## src/rtl/mem_ctrl.sv

```systemverilog
// Byte-serial memory arbiter: serves a fetch port and a load/store port over an 8-bit RAM bus,
// load/store first, one byte per cycle, little-endian, with IO-buffer stall, rdy freeze and read flush.
module mem_ctrl (
    input  logic        clk,
    input  logic        rst,
    input  logic        rdy,
    input  logic        if_req,
    input  logic [31:0] if_addr,
    output logic        if_done,
    output logic [31:0] if_data,
    input  logic        ls_req,
    input  logic        ls_wr,
    input  logic [31:0] ls_addr,
    input  logic [1:0]  ls_size,
    input  logic [31:0] ls_wdata,
    output logic        ls_done,
    output logic [31:0] ls_rdata,
    input  logic        flush,
    input  logic [7:0]  mem_din,
    output logic [7:0]  mem_dout,
    output logic [31:0] mem_a,
    output logic        mem_wr,
    input  logic        io_buffer_full
);

    localparam int unsigned AW = 32;
    localparam int unsigned DW = 32;
    localparam int unsigned BW = 8;
    localparam int unsigned CW = 3;

    typedef enum logic [1:0] {IDLE, READ, WRITE, DONE} state_t;

    state_t         state;
    logic [AW-1:0]  addr_q;
    logic [DW-1:0]  wdata_q;
    logic [DW-1:0]  rbuf_q;
    logic [CW-1:0]  len_q;
    logic [CW-1:0]  cnt_q;
    logic           src_ls_q;
    logic           pend_q;
    logic [1:0]     pend_idx_q;
    logic           wr_q;

    logic           io_stall_c;
    logic [CW-1:0]  req_len_c;
    logic [CW-1:0]  next_cnt_c;
    logic [DW-1:0]  rbuf_cap_c;

    // Write strobe must drop in the same cycle as a freeze or a full IO buffer, so it is gated here
    assign io_stall_c = wr_q & io_buffer_full & (mem_a[17:16] == 2'b11);
    assign mem_wr     = wr_q & rdy & ~io_stall_c;
    assign next_cnt_c = cnt_q + CW'(1);

    always_comb begin
        req_len_c = CW'(4);
        case (ls_size)
            2'd0:    req_len_c = CW'(1);
            2'd1:    req_len_c = CW'(2);
            default: req_len_c = CW'(4);
        endcase
    end

    // Read buffer with the byte requested last cycle merged in
    always_comb begin
        rbuf_cap_c = rbuf_q;
        if (pend_q) begin
            rbuf_cap_c[{pend_idx_q, 3'b000} +: BW] = mem_din;
        end
    end

    always_ff @(posedge clk or posedge rst) begin
        if (rst) begin
            state      <= IDLE;
            addr_q     <= '0;
            wdata_q    <= '0;
            rbuf_q     <= '0;
            len_q      <= '0;
            cnt_q      <= '0;
            src_ls_q   <= 1'b0;
            pend_q     <= 1'b0;
            pend_idx_q <= '0;
            wr_q       <= 1'b0;
            mem_a      <= '0;
            mem_dout   <= '0;
            if_done    <= 1'b0;
            if_data    <= '0;
            ls_done    <= 1'b0;
            ls_rdata   <= '0;
        end else if (!rdy) begin
            // Frozen: only the byte already on its way back is kept; the held byte is re-issued later
            if (pend_q) begin
                rbuf_q <= rbuf_cap_c;
                pend_q <= 1'b0;
            end
        end else begin
            case (state)
                IDLE: begin
                    if (ls_req && (ls_wr || !flush)) begin
                        src_ls_q <= 1'b1;
                        addr_q   <= ls_addr;
                        wdata_q  <= ls_wdata;
                        len_q    <= req_len_c;
                        cnt_q    <= '0;
                        rbuf_q   <= '0;
                        pend_q   <= 1'b0;
                        mem_a    <= ls_addr;
                        if (ls_wr) begin
                            state    <= WRITE;
                            wr_q     <= 1'b1;
                            mem_dout <= ls_wdata[BW-1:0];
                        end else begin
                            state <= READ;
                        end
                    end else if (if_req && !flush) begin
                        src_ls_q <= 1'b0;
                        addr_q   <= if_addr;
                        wdata_q  <= '0;
                        len_q    <= CW'(4);
                        cnt_q    <= '0;
                        rbuf_q   <= '0;
                        pend_q   <= 1'b0;
                        mem_a    <= if_addr;
                        state    <= READ;
                    end
                end
                READ: begin
                    if (flush) begin
                        state  <= IDLE;
                        mem_a  <= '0;
                        cnt_q  <= '0;
                        pend_q <= 1'b0;
                    end else if (cnt_q == len_q) begin
                        state  <= DONE;
                        cnt_q  <= '0;
                        pend_q <= 1'b0;
                        rbuf_q <= rbuf_cap_c;
                        if (src_ls_q) begin
                            ls_done  <= 1'b1;
                            ls_rdata <= rbuf_cap_c;
                        end else begin
                            if_done <= 1'b1;
                            if_data <= rbuf_cap_c;
                        end
                    end else begin
                        rbuf_q     <= rbuf_cap_c;
                        pend_q     <= 1'b1;
                        pend_idx_q <= cnt_q[1:0];
                        cnt_q      <= next_cnt_c;
                        mem_a      <= (next_cnt_c < len_q) ? addr_q + AW'(next_cnt_c) : '0;
                    end
                end
                WRITE: begin
                    if (!io_stall_c) begin
                        if (next_cnt_c < len_q) begin
                            cnt_q    <= next_cnt_c;
                            mem_a    <= addr_q + AW'(next_cnt_c);
                            mem_dout <= wdata_q[{next_cnt_c[1:0], 3'b000} +: BW];
                        end else begin
                            state    <= DONE;
                            cnt_q    <= '0;
                            wr_q     <= 1'b0;
                            mem_a    <= '0;
                            mem_dout <= '0;
                            ls_done  <= 1'b1;
                        end
                    end
                end
                DONE: begin
                    state   <= IDLE;
                    if_done <= 1'b0;
                    ls_done <= 1'b0;
                end
                default: state <= IDLE;
            endcase
        end
    end

endmodule

```

## config.mk

```make
export PLATFORM = sky130hd
export DESIGN_NAME = mem_ctrl
export DESIGN_NICKNAME = d
export VERILOG_FILES = /design/src/rtl/mem_ctrl.sv
export SDC_FILE = /design/constraint.sdc
export NUM_CORES = 1
export LEC_CHECK = 0
export ABC_AREA = 1
export BUFFER_PORTS_ARGS = -buffer_cell sky130_fd_sc_hd__buf_4
export CAP_MARGIN = 20
export CORE_MARGIN = 5
export CORE_UTILIZATION = 56
export CTS_CLUSTER_SIZE = 12
export DETAILED_ROUTE_END_ITERATION = 10
export GPL_ROUTABILITY_DRIVEN = 0
export PLACE_DENSITY = 0.88
export SLEW_MARGIN = 20
export SYNTH_ARGS = -nofsm -noshare
export SYNTH_HDL_FRONTEND = slang
export SYNTH_SLANG_ARGS = --single-unit
```

## constraint.sdc

```tcl
create_clock -name clk -period 8.2 [get_ports clk]
set_input_delay 1.64 -clock clk [delete_from_list [all_inputs] [get_ports clk]]
set_output_delay 1.64 -clock clk [all_outputs]
set_load 0.05 [all_outputs]
```

Word level (Yosys, flattened, before mapping)
Index checks and enable logic that the tools add are counted.

Register bits: 215. Bits of input ports: 114. Logic and storage cells: 137.

Add/subtract/negate cells: 3. $lt $le $gt $ge: 1. Eq/ne operators: 20. Shift-type cells: 3. Muxes and demuxes: 61. Bitwise gates (word level): 8. Reductions and logical operators: 25.

Operator list (number): 32-bit 2-to-1 mux (13); 32-bit case mux with 3 select lines (1); 32-bit case mux with 2 select lines (1); 32-bit by 3-bit adder with 32-bit output (1); 32-bit bitwise mux (1); 8-bit 2-to-1 mux (4); 8-bit by 7-bit variable shift with 32-bit output, first input constant (1); 32-bit by 6-bit variable part select with 8-bit output (1); 8-bit by 7-bit variable part select with 32-bit output (1); 5-bit AND reduction (6); 3-bit 2-to-1 mux (8); 1-bit 2-to-1 mux (18); 2-bit != test, second input constant (8); 8-bit case mux with 2 select lines (1); 2-bit 2-to-1 mux (7); 3-bit != test, second input constant (4); 4-bit AND reduction (3); 3-bit case mux with 3 select lines (1); 2-bit case mux with 4 select lines (1); 2-bit nonzero test (4); 5-bit negator with 7-bit output (1); 7-bit AND reduction (1); 2-bit == test, second input constant (3); 1-bit case mux with 2 select lines (3); 18 further kinds (28).

Longest topological paths before layout
Gate-level depths: netlist of the first run.

Word-level depth: 7. Depth in mapped cells: 16. Mapped depth without buffers: 15.

Worst setup path after synthesis of the first run
OpenSTA, ideal clock, no wires.

Path kind: input -> output. Start point: input io_buffer_full. End point: output mem_wr. Arrival: 2.168 ns. Path slack: 4.392 ns. Stages: 2. Cells stage by stage: nand4_1 -> and3_1.

Longest elaborated chain between the ends: 4.

Ends and longest elaborated chain: start: declaration (line 23) `input logic io_buffer_full`; 1-bit AND (2 in series) (line 50) `assign io_stall_c = wr_q & io_buffer_full & (mem_a[17:16] == 2'b11);`; 1-bit NOT (line 51) `assign mem_wr = wr_q & rdy & ~io_stall_c;`; 1-bit AND (line 51); end: declaration (line 22) `output logic mem_wr,`.

No other way between the ends.

Final worst setup path of the first run
Start point: input flush. End point: register len_q[1].

Longest elaborated chain between the ends: 5.

Ends and longest elaborated chain: start: declaration (line 18) `input logic flush,`; 1-bit zero test * (line 98, 114); 1-bit logical OR (line 98) `if (ls_req && (ls_wr || !flush)) begin`; 1-bit logical AND (line 98); 2-bit nonzero test (no line); 3-bit AND reduction (no line); end signal: assignment (line 102) `len_q <= req_len_c;`; end: declaration (line 37) `logic [CW-1:0] len_q;`.

Mark *: on every way between the ends. The rest lies on a longest branch, timed or not. A chain may end at the register's enable or synchronous reset.

==> results of run 1 <==
[state kept, by name, summed over array words and instances, names as in the netlist]
signal      flops
wr_q            1
mem_a          32
if_data        32
src_ls_q        1
mem_dout        8
addr_q         32
rbuf_q         32
pend_idx_q      2
ls_done         1
state           2
if_done         1
ls_rdata       32
wdata_q        32
pend_q          1
cnt_q           3
len_q           3
[per-layer routing]
metal / vias to the layer above / global-route usage, % / routed length [um]
met5: - / 0 / 0
met4: 0 / 11.0 / 1300
met3: 91 / 3.60 / 2390
met2: 493 / 42.4 / 13800
met1: 4742 / 35.1 / 12100
li1: 4970 / - / -
[per-stage QoR]
step / instance area [um^2] / setup slack (ns) / power (mW) / instances / utilization, %
2_1_floorplan: 11000 / 0.681 / 3.00 / 1431 / -
3_3_place_gp: 12700 / 3.63 / 3.51 / 1856 / 65.6
4_1_cts: 13400 / 4.05 / 4.59 / 1896 / 69.2
6_report: 13400 / 3.56 / 4.60 / 1898 / 69.5
3_5_place_dp: 12700 / 3.55 / 3.58 / 1856 / 65.6
5_1_grt: 13400 / 3.12 / 4.88 / 1898 / 69.5
[path summary, 6_finish.rpt]
path                       slack (ns)                 endpoint  depth (start not counted)
max                              3.56     len_q[1]$_DFFE_PP0P_                         12
min                              0.48  mem_dout[0]$_DFFE_PP0P_                          2
max reg2reg                      4.56    mem_a[12]$_DFFE_PP0P_                         10
max in group asynchronous        5.61    addr_q[0]$_DFFE_PP0P_                          4
min in group asynchronous        1.36  mem_dout[1]$_DFFE_PP0P_                          2
min reg2reg                      0.48  mem_dout[0]$_DFFE_PP0P_                          2
[cell usage in the layout, fill, tap and decap left out, drive strengths merged]
cell	instances
o211ai	2
clkbuf	37
inv	177
xnor2	3
o21bai	3
buf	226
or2	18
bufinv	1
fa	1
nand4	12
a31oi	2
ha	18
dfrtp	215
o31ai	1
o21ai	221
nor3	2
a211oi	1
and3	1
clkinv	8
nand3b	1
nor2	130
nand3	80
xor2	5
o22ai	45
nand2	377
a21oi	46
[layout make-up]
type	instances	area, um^2	area share, %
sequential	215	5380	40.0
multi-input combinational	969	4590	34.2
timing repair buffer	226	1720	12.8
inverter	183	694	5.17
clock buffer	37	668	4.97
tap	265	332	2.47
clock inverter	3	43.8	0.326
[worst max-delay path: stages]
cell and delay [ns]:
buf_4 0.11, inv_2 0.04, o21ai_2 0.10, buf_4 0.35, nand2_1 0.12, nand3_2 0.09, buf_4 0.58, clkinv_1 1.01
nand2_1 0.67, nor2_1 0.11, nand2_1 0.07, o21ai_0 0.07
[kinds of logic after synthesis]
logic type	synth area share [%]
buffers and inverters	9.12
xor gates and xnor gates	0.640
DFF	49.1
adders and majority gates	2.24
AOI/OAI and AO/OA	15.5
and+or+nand+nor	23.4
[report_power, final]
part           leakage, nW  internal, mW  switching [mW]
combinational         3.36         0.590            1.37
sequential            2.83          1.38           0.268
clock                0.347         0.586           0.404
total                 6.54          2.55            2.05
==> impl_metrics.ini, run 1 <==
[logic_synthesis]
seq_area_frac_synth_pct = 49.1
yosys.area.top_type = dfrtp_1
synthCells = 1431
avgSynthCellArea_um2 = 7.65
netlist_area_mm2 = 0.0110
yosys_warnings = 0
synth_edf_count = 0
async_flop_share_pct = 100
yosys_register_bits = 215
synthTopCellsByCount = nand2_1 (375), dfrtp_1 (215), o21ai_0 (175)
synth_top_area_share_pct = 49.1
synth.most_common_cell = nand2_1
synthTopCellsByArea = dfrtp_1 (49%), nand2_1 (13%), o21ai_0 (8.0%), inv_1 (5.9%), nor2_1 (4.2%)
yosysUniqueCellTypes = 37
syn_nets = 1564
ys.flop_type = dfrtp_1

[timing]
tns_ns = 0
report.final.slew_viol_count = 0
fin_crit_sh_pct = 56.6
tightest_slew_ns = 0.989
max_freq_mhz = 216
holdWs_ns = 0.482
setup_viol = 0
clock_skew_ns = 0.0117
hold_violations = 0
rsz0062_at_grt = no
fin_crit_ns = 4.64
max-slew-margin-rel_pct = 34.1

[route]
wire_per_inst_um = 15.6
drt-initial-drc-count = 851
vias = 10300
remaining_drc_errors = 0
drtPass1Iterations = 5
ant_nets = 0
viasPerCell = 5.42
wl_um = 29600

[worst_setup_path]
start_kind = input pin
cp.required_ns = 8.56
arrival_ns = 5.00
endpoint_kind = flip-flop
crit_start = flush
r2r-start = state[1]$_DFFE_PP0P_
critPathMaxFanout = 85
critical_path_class = in -> reg

[clock_tree]
cts_root_buf = clkbuf_16
clkTransAtPathRegs_ns = 0.06
h-tree-depth = 1
clock_latency_ns = 0.51
cts_max_path_buffers = 3
cts_buffers = 23
cts_setup_buffers = 0
ctsResizeCount = 0
clkSinkCount = 215
tritoncts = done
cts-hold-fix-buffers = 0

[global_route]
grt_start_max_net_pins = 140
grt_pass1_wl_um = 47900
grt_pass1_vias = 9778
antenna_found_initial = 0
grt_overflow_total = 0
grt_usage_pct = 26.0

[floorplanning]
rows = 51
die_w_um = 150
core_region_area_mm2 = 0.0193
floorplan.initialDensity_pct = 56.6
ios = 221
die_height_um = 150
die-area_mm2 = 0.0225

[power_and_ir_drop]
powerDensity_mw_per_mm2 = 342
leakage_nw = 6.54
ir_drop_uv = 175

[final_layout]
layout-drive-gt1-share_pct = 18.2
diodes = 0
layout.nets = 1751
layout-area-overhead-vs-synth_pct = 22.7
fillers = 1599

[run]
max-cap-violations = 0

[worst_hold_path]
hold_class = reg -> reg
hold_start = mem_dout[0]$_DFFE_PP0P_

[place]
dp_hpwl_um = 21100
port_buffers = 220

[status]
status = finished, final reports clean
No activity file was read; power rests on OpenSTA's default activity.
==> run 2: changes to the inputs <==
--- a/config.mk
+++ b/config.mk
@@ -5,15 +5,15 @@
 export SDC_FILE = /design/constraint.sdc
 export NUM_CORES = 1
 export LEC_CHECK = 0
-export ABC_AREA = 1
+export ABC_AREA = 0
 export BUFFER_PORTS_ARGS = -buffer_cell sky130_fd_sc_hd__buf_4
 export CAP_MARGIN = 20
 export CORE_MARGIN = 5
-export CORE_UTILIZATION = 56
+export CORE_UTILIZATION = 50
 export CTS_CLUSTER_SIZE = 12
 export DETAILED_ROUTE_END_ITERATION = 10
 export GPL_ROUTABILITY_DRIVEN = 0
-export PLACE_DENSITY = 0.88
+export PLACE_DENSITY = 0.84
 export SLEW_MARGIN = 20
 export SYNTH_ARGS = -nofsm -noshare
 export SYNTH_HDL_FRONTEND = slang
==> constraint.sdc (replaced) <==
create_clock -name clk -period 4 [get_ports clk]
set_input_delay 0.8 -clock clk [delete_from_list [all_inputs] [get_ports clk]]
set_output_delay 0.8 -clock clk [all_outputs]
set_load 0.05 [all_outputs]
==> impl_metrics.ini, run 2 <==
[global_route]
grt_pass1_vias = 8601
grt_start_max_net_pins = 97
antenna_found_initial = 0
grt_overflow_total = 0
grt_usage_pct = 22.2
grt_pass1_wl_um = 43900

[logic_synthesis]
avgSynthCellArea_um2 = 10.5
synth.most_common_cell = dfrtp_1
yosys_warnings = 0
synthTopCellsByArea = dfrtp_1 (53%), o21ai_0 (6.1%), a22o_1 (5.5%), nand2_1 (4.8%), mux2i_1 (3.7%)
seq_area_frac_synth_pct = 52.8
synthTopCellsByCount = dfrtp_1 (215), nand2_1 (130), o21ai_0 (125)
synth_edf_count = 0
async_flop_share_pct = 100
ys.flop_type = dfrtp_1
yosysUniqueCellTypes = 55
yosys_register_bits = 215
yosys.area.top_type = dfrtp_1
netlist_area_mm2 = 0.0102
syn_nets = 1100
synth_top_area_share_pct = 52.8
synthCells = 967

[final_layout]
mostFrequentLayoutCell = buf_4
finalInstanceArea_mm2 = 0.0127
layout_common_cells = buf_4 (232), dfrtp_1 (215), nand2_1 (130), o21ai_0 (125), a22o_1 (64)
layout.nets = 1292
layout-drive-gt1-share_pct = 24.5
stdcell_count = 1435
diodes = 0
layout-area-overhead-vs-synth_pct = 24.6
utilization_pct = 62.9

[timing]
holdWs_ns = 0.471
rsz0062_at_grt = no
report.final.slew_viol_count = 0
fin_crit_ns = 3.53
hold_violations = 0
tns_ns = 0
clock_skew_ns = 0.0118
max-slew-margin-rel_pct = 39.2
tightest_slew_ns = 0.909
max_freq_mhz = 283
fin_crit_sh_pct = 88.2
fin_ws_ns = 0.471
setup_viol = 0

[route]
drt-initial-drc-count = 530
viasPerCell = 5.87
vias = 8418
wire_per_inst_um = 18.6
remaining_drc_errors = 0
drtPass1Iterations = 5
ant_nets = 0
wl_um = 26600

[place]
placed_cells = 1404
dp_hpwl_um = 18400
place_area_mm2 = 0.0121
port_buffers = 220
dp_slack_ns = 0.618

[worst_setup_path]
endpoint_kind = flip-flop
path_delay_family = compound AO/OA/AOI/OAI gates
cp_common_cell = ha_1
start_kind = flip-flop
arrival_ns = 3.96
rr_worst_depth = 8
critical_path_class = reg -> reg
r2r_end = mem_a[7]$_DFFE_PP0P_
crit_chain = ha_1, buf_4, ha_1, nor2b_1, o21ai_0, nand3_1, o221ai_1, o21a_1
cp.required_ns = 4.43
critPathMaxFanout = 20
cpPeakStageDelay_ns = 0.82
r2r_setup_slack_ns = 0.47
r2r-start = cnt_q[1]$_DFFE_PP0P_
crit_buf_inv = 1
crit_path_top_delay_cell = nand3_1

[floorplanning]
die_w_um = 153
rows = 52
ios = 221
floorplan.initialDensity_pct = 50.5
die_height_um = 153
die-area_mm2 = 0.0233
core_region_area_mm2 = 0.0202

[status]
status = finished, final reports clean

[clock_tree]
h-tree-depth = 1
cts_max_path_buffers = 3
ctsResizeCount = 0
cts-hold-fix-buffers = 0
clkSinkCount = 215
cts_setup_buffers = 0
cts_root_buf = clkbuf_16
clock_latency_ns = 0.50
tritoncts = done
cts_buffers = 23
clkTransAtPathRegs_ns = 0.06

[power_and_ir_drop]
p_int_mw = 5.10
pwr-share-comb_pct = 39.7
swShare_pct = 40.5
leakage_nw = 5.81
finalPower_mw = 8.57
powerDensity_mw_per_mm2 = 675
p_sw_mw = 3.47
ir_drop_uv = 521
power_frac_seq_pct = 38.2
power.share.clock_pct = 22.1

[run]
max-cap-violations = 0

[worst_hold_path]
hold_class = in -> async
-- run 2: changes by cell type after synthesis, sizes merged, moves of 17 or more --
cell	change
a22o	+64
o21ai	-88
mux2i	+38
clkbuf	+20
nand3	-68
o21a	+25
inv	-156
a21oi	-22
nor2	-113
a22oi	+33
or2	-18
o22ai	-45
buf	-17
nand2	-247
-- run 2: worst max-delay path by stage --
stage,startpoint,endpoint,depth (start not counted)
after detailed placement,cnt_q[1]$_DFFE_PP0P_,mem_a[3]$_DFFE_PP0P_,8
after global routing,cnt_q[1]$_DFFE_PP0P_,mem_a[7]$_DFFE_PP0P_,8
final,cnt_q[1]$_DFFE_PP0P_,mem_a[7]$_DFFE_PP0P_,8
after CTS,cnt_q[1]$_DFFE_PP0P_,mem_a[3]$_DFFE_PP0P_,8
after floorplan,rst,addr_q[0]$_DFFE_PP0P_,1
after global placement,cnt_q[1]$_DFFE_PP0P_,mem_a[6]$_DFFE_PP0P_,8
-- run 2: metal layers --
layer,GRT usage [%],vias to the layer above,part of all wire [%]
met2,36.8,336,49
met1,30.3,4094,42
met3,4.66,40,7.4
met5,0,-,0
met4,4.92,0,2.1
li1,-,3948,-
-- run 2: cells by family after synthesis --
group	after synthesis	synth area share, %
compound gates	341	22.4
simple gates	241	11.9
flops	215	52.8
xor+xnor	14	1.20
mux	49	5.84
fa+ha+maj	19	2.41
buf+inv	88	3.37
-- run 2: power by group through the flow --
stage	clock network, mW	logic [mW]	registers, mW
finish	1.89	3.40	3.28
global route	2.02	3.70	3.35
CTS	1.92	3.42	3.26
detailed placement	0	3.40	3.28
global placement	0	3.30	3.27
floorplan	0	1.72	3.90
-- run 2: layout make-up --
type	count	area (um^2)
fillers	1663	7480
repair buffers	234	1780
clock inverters	2	10.0
well taps	270	338
clock buffers	29	628
multi-input cells	664	4470
inverters	21	82.6
flip-flops and latches	215	5380
